### src/rtl/t09_tone_pkg.sv
// t09_tone_pkg: shared FSM state type, default snake-game tone tables and table lookup.
package t09_tone_pkg;
  typedef enum logic {IDLE, PLAY} state_t;
  localparam int DEF_NUM_EV = 4;
  localparam int DEF_DIV_W = 8;
  localparam int DEF_DUR_W = 24;
  // Entries from index 3 down to 0: game over, food spawn, bad collision, good collision.
  localparam logic [31:0] DEF_HALF_PERIOD = {8'd200, 8'd60, 8'd156, 8'd89};
  localparam logic [95:0] DEF_DURATION = {24'd6000000, 24'd1500000, 24'd10000000, 24'd3000000};
  function automatic logic [31:0] tbl_entry(input logic [1023:0] tbl, input int w, input int i);
    logic [1023:0] s;
    s = tbl >> (i * w);
    return (w >= 32) ? s[31:0] : (s[31:0] & ((32'd1 << w) - 32'd1));
  endfunction
endpackage

### src/rtl/t09_tone_divider.sv
// t09_tone_divider: half-period counter producing the tick pulse and the square wave.
module t09_tone_divider #(
  parameter int DIV_W = 8
) (
  input  logic             clk,
  input  logic             nRst,
  input  logic             clear,
  input  logic             run,
  input  logic [DIV_W-1:0] half_period,
  output logic             tick,
  output logic             wave
);
  logic [DIV_W-1:0] div_cnt;
  logic wrap;
  assign wrap = div_cnt == half_period;
  always_ff @(posedge clk or negedge nRst)
    if (!nRst) begin
      div_cnt <= '0;
      tick <= 1'b0;
      wave <= 1'b0;
    end else if (clear) begin
      div_cnt <= '0;
      tick <= 1'b0;
      wave <= 1'b0;
    end else if (run) begin
      div_cnt <= wrap ? '0 : div_cnt + 1'b1;
      tick <= wrap;
      wave <= wave ^ wrap;
    end
endmodule

### src/rtl/t09_tone_gen.sv
// t09_tone_gen: priority-arbitrated multi-event buzzer with per-event pitch and duration.
module t09_tone_gen
  import t09_tone_pkg::*;
#(
  parameter int                          NUM_EV      = DEF_NUM_EV,
  parameter int                          DIV_W       = DEF_DIV_W,
  parameter int                          DUR_W       = DEF_DUR_W,
  parameter logic [NUM_EV*DIV_W-1:0]     HALF_PERIOD = DEF_HALF_PERIOD,
  parameter logic [NUM_EV*DUR_W-1:0]     DURATION    = DEF_DURATION,
  parameter int                          EV_W        = (NUM_EV > 1) ? $clog2(NUM_EV) : 1
) (
  input  logic              clk,
  input  logic              nRst,
  input  logic              en,
  input  logic [NUM_EV-1:0] ev_req,
  output logic              tick,
  output logic              wave,
  output logic              busy,
  output logic [EV_W-1:0]   active_ev
);
  state_t state;
  logic [DUR_W-1:0] remain;
  logic [DIV_W-1:0] hp_tab [NUM_EV];
  logic [DUR_W-1:0] dur_tab [NUM_EV];
  logic [EV_W-1:0] sel;
  logic sel_vld, preempt, done, clear, run;
  for (genvar i = 0; i < NUM_EV; i++) begin : g_tab
    assign hp_tab[i] = DIV_W'(tbl_entry(1024'(HALF_PERIOD), DIV_W, i));
    assign dur_tab[i] = DUR_W'(tbl_entry(1024'(DURATION), DUR_W, i));
  end
  // Zero-duration entries never win, so remain is never loaded with 0.
  always_comb begin
    sel = '0;
    sel_vld = 1'b0;
    for (int k = 0; k < NUM_EV; k++)
      if (ev_req[k] && dur_tab[k] != '0) begin
        sel = EV_W'(k);
        sel_vld = 1'b1;
      end
  end
  assign preempt = en && sel_vld && (state == IDLE || sel > active_ev);
  assign done = state == PLAY && remain == DUR_W'(1);
  assign clear = !en || state == IDLE || preempt || done;
  assign run = state == PLAY;
  always_ff @(posedge clk or negedge nRst)
    if (!nRst) begin
      state <= IDLE;
      busy <= 1'b0;
      active_ev <= '0;
      remain <= '0;
    end else if (preempt) begin
      state <= PLAY;
      busy <= 1'b1;
      active_ev <= sel;
      remain <= dur_tab[sel];
    end else if (!en || done || state == IDLE) begin
      state <= IDLE;
      busy <= 1'b0;
      active_ev <= '0;
      remain <= '0;
    end else begin
      remain <= remain - 1'b1;
    end
  t09_tone_divider #(.DIV_W(DIV_W)) u_div (
    .clk(clk),
    .nRst(nRst),
    .clear(clear),
    .run(run),
    .half_period(hp_tab[active_ev]),
    .tick(tick),
    .wave(wave)
  );
endmodule

### config.mk
export PLATFORM = sky130hd
export DESIGN_NAME = t09_tone_gen
export DESIGN_NICKNAME = d
export VERILOG_FILES = /design/src/rtl/t09_tone_pkg.sv /design/src/rtl/t09_tone_divider.sv /design/src/rtl/t09_tone_gen.sv
export SDC_FILE = /design/constraint.sdc
export NUM_CORES = 1
export LEC_CHECK = 0
export ABC_AREA = 0
export ABC_CLOCK_PERIOD_IN_PS = 2000
export CORE_ASPECT_RATIO = 1.4
export CORE_MARGIN = 3
export CORE_UTILIZATION = 56
export CTS_BUF_LIST = sky130_fd_sc_hd__clkbuf_2 sky130_fd_sc_hd__clkbuf_4 sky130_fd_sc_hd__clkbuf_8
export CTS_CLUSTER_DIAMETER = 150
export DETAILED_ROUTE_END_ITERATION = 7
export PLACE_DENSITY = 0.85
export SYNTH_ARGS = -nofsm -noshare
export SYNTH_HDL_FRONTEND = slang
export SYNTH_SLANG_ARGS = --single-unit
### constraint.sdc
create_clock -name clk -period 2 [get_ports clk]
set_clock_uncertainty 0.05 [all_clocks]
set_input_delay 0.4 -clock clk [delete_from_list [all_inputs] [get_ports clk]]
set_output_delay 0.4 -clock clk [all_outputs]
set_load 0.02 [all_outputs]
==> impl_metrics.tcl <==
set metrics [dict create \
    violations "negative setup slack" \
    fin_crit_ns 2.09 \
    first_pass_iters 4 \
    p_switching_w 0.00116 \
    grt_max_degree 38 \
    fp-row-count 25 \
    syn_nets 232 \
    avgViaCountPerCell 6.17 \
    numCtsBuffers 5 \
    insertion_delay_ns 0.29 \
    die_w_microns 57.8 \
    vdd_ir_drop_max_mv 0.810 \
    internal_power_w 0.00184 \
    ys_types 40 \
    pwr-share-clk 0.179 \
    vias 1871 \
    port_buffers 11 \
    cp_max_fo 8 \
    p_comb_frac 0.481 \
    setup_viol 28 \
    dpl.hpwl_microns 3270 \
    cts_tree "done" \
    chipHeight_microns 78.6 \
    power.density_mw_per_mm2 1030 \
    synth_edf_count 0 \
    wire_per_inst_microns 20.8 \
    cp_slowest_cell "or4b_4" \
    rsz0062_at_grt "true" \
    slew_viol_final 0 \
    antenna_found_initial 0 \
    h-tree-depth 2 \
    r2r_slack_ns -0.09 \
    fin_crit_sh 1.04 \
    hold_violations 0 \
    syn_to_final_growth_pct 38.7 \
    arrival_ns 2.21 \
    leakagePower_nw 1.28 \
    num_io_pins 12 \
    die_area_sq_mm 0.00454 \
    ys.warnings.count 0 \
    ys_ff_latch 37 \
    drt_iter0_markers 124 \
    grt_pass1_wl_microns 9540 \
    synth_ff_type "dfrtp_1" \
    worstPathRequired_ns 2.12 \
    clock-root-buffer "clkbuf_8" \
    dp_cells 286 \
    hold_class "primary input to async pin" \
    diodes 0 \
    worst_setup_path_end_kind "flip-flop" \
    worstSetupPathType "flip-flop to flip-flop" \
    power_frac_seq 0.340 \
    syn_inst 210 \
    core_sq_mm 0.00350 \
    wl_met1_microns 2340 \
    synth.avg_cell_area_sq_um 10.0 \
    async_flop_share 1.00 \
    maxUsedRoutingLayer "met4" \
    ant_nets 0 \
    fmax_mhz 479 \
    critPathMaxStageDelay_ns 0.52 \
    clk_pin_slew_ns 0.07 \
    n_fill_cell 180 \
    grt_pass1_vias 1970 \
    clkSinkCount 37 \
    fin_util 0.834 \
    pre_cts_ws_ns -0.524 \
    drv_cap 0 \
    wl_met2_microns 3480 \
    wirelength_microns 6300 \
    groute.usage.overall 0.278 \
    seq_area_sq_um 930 \
    fin_ws_ns -0.0892 \
    synthesis.area_sq_mm 0.00211 \
    layout-drive-gt1-share 0.384 \
    cp-start-kind "flip-flop" \
    multi_input_area_sq_mm 0.00136 \
    whs_ns 0.0982 \
    gr-total-overflow 0 \
    swShare 0.386 \
    worst-slew-pin-transition_ns 0.472 \
    wl_met3_microns 217 \
    yosysSeqAreaShare 0.439 \
    gp_congestion 0.834 \
    layout.nets 285 \
    cts.path.max_buffers 2 \
    relSlewSlack 0.685 \
    crit_chain "inv_4 -> ha_4 -> inv_2 -> a222oi_1 -> or4b_4 -> buf_4 -> nand2b_4 -> nor2_1" \
    layoutNonFillerInstCount 303 \
    drc_errors 0 \
    outcome "complete, but fails checks" \
    initial_core_util 0.601 \
]
## kinds of logic after synthesis
| logic type | share of synthesized area |
|---|---|
| flops | 0.439 |
| xor+xnor | 0.116 |
| buf+inv | 0.0309 |
| fa+ha+maj | 0.0891 |
| simple gates | 0.213 |
| compound gates | 0.111 |
## critical path: cells and delay by family (launching register included)
family / cells / cell delay, ns
AOI/OAI and AO/OA: 1 / 0.33
adders and majority gates: 1 / 0.13
buffers and inverters: 3 / 0.29
DFF: 1 / 0.46
and+or+nand+nor: 3 / 0.70
## routing by layer
layer	track usage	vias up
met5	0	-
met4	0.128	0
met3	0.0526	26
met2	0.497	73
met1	0.311	928
li1	-	844
## synth_stat cells (2+ instances only)
master	number	share of area
nor4_2	2	0.012
nand2b_1	2	0.0059
o22ai_1	5	0.015
nand2_1	17	0.030
o21ai_1	8	0.019
xor2_1	15	0.062
buf_2	4	0.0095
xnor2_1	13	0.054
o21ai_0	6	0.014
or4b_1	2	0.0095
nor4_1	7	0.021
nor3_1	3	0.0071
inv_1	12	0.021
nand3_1	6	0.014
ha_1	15	0.089
nor2_1	24	0.043
o22ai_2	3	0.018
dfrtp_1	37	0.44
or4_4	2	0.011
a21oi_1	3	0.0071
a222oi_1	2	0.0095
and3_1	4	0.012
## what timing repair did
action / 4_1_cts / 5_1_grt
pin swaps: 17 / 18
setup buffers: 4 / 4
endpoints found under the setup margin: 37 / 36
cloned: 2 / 0
hold buffers: 0 / 0
resized for setup: 38 / 26
## cell usage in the layout, fill, tap and decap left out, drive strengths merged, types with 2 or more instances in the layout
master          n
a21oi           3
a222oi          2
and3            4
buf            40
clkbuf          7
clkdlybuf4s50   7
dfrtp          37
dlygate4sd2     3
ha             15
inv            12
nand2          17
nand2b          2
nand3           6
nor2           24
nor3            4
nor3b           2
nor4           10
o21ai          15
o22ai           8
or4             3
or4b            2
xnor2          13
xor2           15
## power by group through the flow
stage	Sequential [W]	Combinational, W	Clock (W)
6_report	0.00102	0.00144	0.000537
3_3_place_gp	0.000981	0.00104	0
2_1_floorplan	0.00100	0.000660	0
3_5_place_dp	0.000987	0.00107	0
5_1_grt	0.00103	0.00154	0.000583
4_1_cts	0.000986	0.00123	0.000542
## sequential cells by signal, summed over array words and instances, names as in the netlist
name,count
remain,24
u_div.div_cnt,8
active_ev,2
run,1
u_div.tick,1
u_div.wave,1
## path summary, 6_finish.rpt
path,start,to,cells after the start
worst max-delay path,active_ev[0],u_div.div_cnt[0],8
worst min-delay path,nRst,u_div.div_cnt[2],2
worst max register to register,active_ev[0],u_div.div_cnt[0],8
worst min register to register,remain[0],remain[0],1
max in group asynchronous,nRst,active_ev[0],2
min in group clk,remain[0],remain[0],1
## metrics by stage
| stage | total power [W] | TNS [ns] | instance area, sq um |
|---|---|---|---|
| 3_3_place_gp | 0.00202 | -14.98 | 2480 |
| 2_1_floorplan | 0.00166 | 0 | 2130 |
| 4_1_cts | 0.00276 | -0.0316 | 2770 |
| 3_5_place_dp | 0.00205 | -16.51 | 2480 |
| 5_1_grt | 0.00315 | -4.07 | 2920 |
| 6_report | 0.00300 | -1.17 | 2920 |
## cell type report
class,instances,share of cell area
clock buffer,7,0.0308
inverter,12,0.0163
multi-input combinational,157,0.464
sequential,37,0.318
tap,40,0.0171
timing repair buffer,50,0.154
No activity file was read; power rests on OpenSTA's default activity.
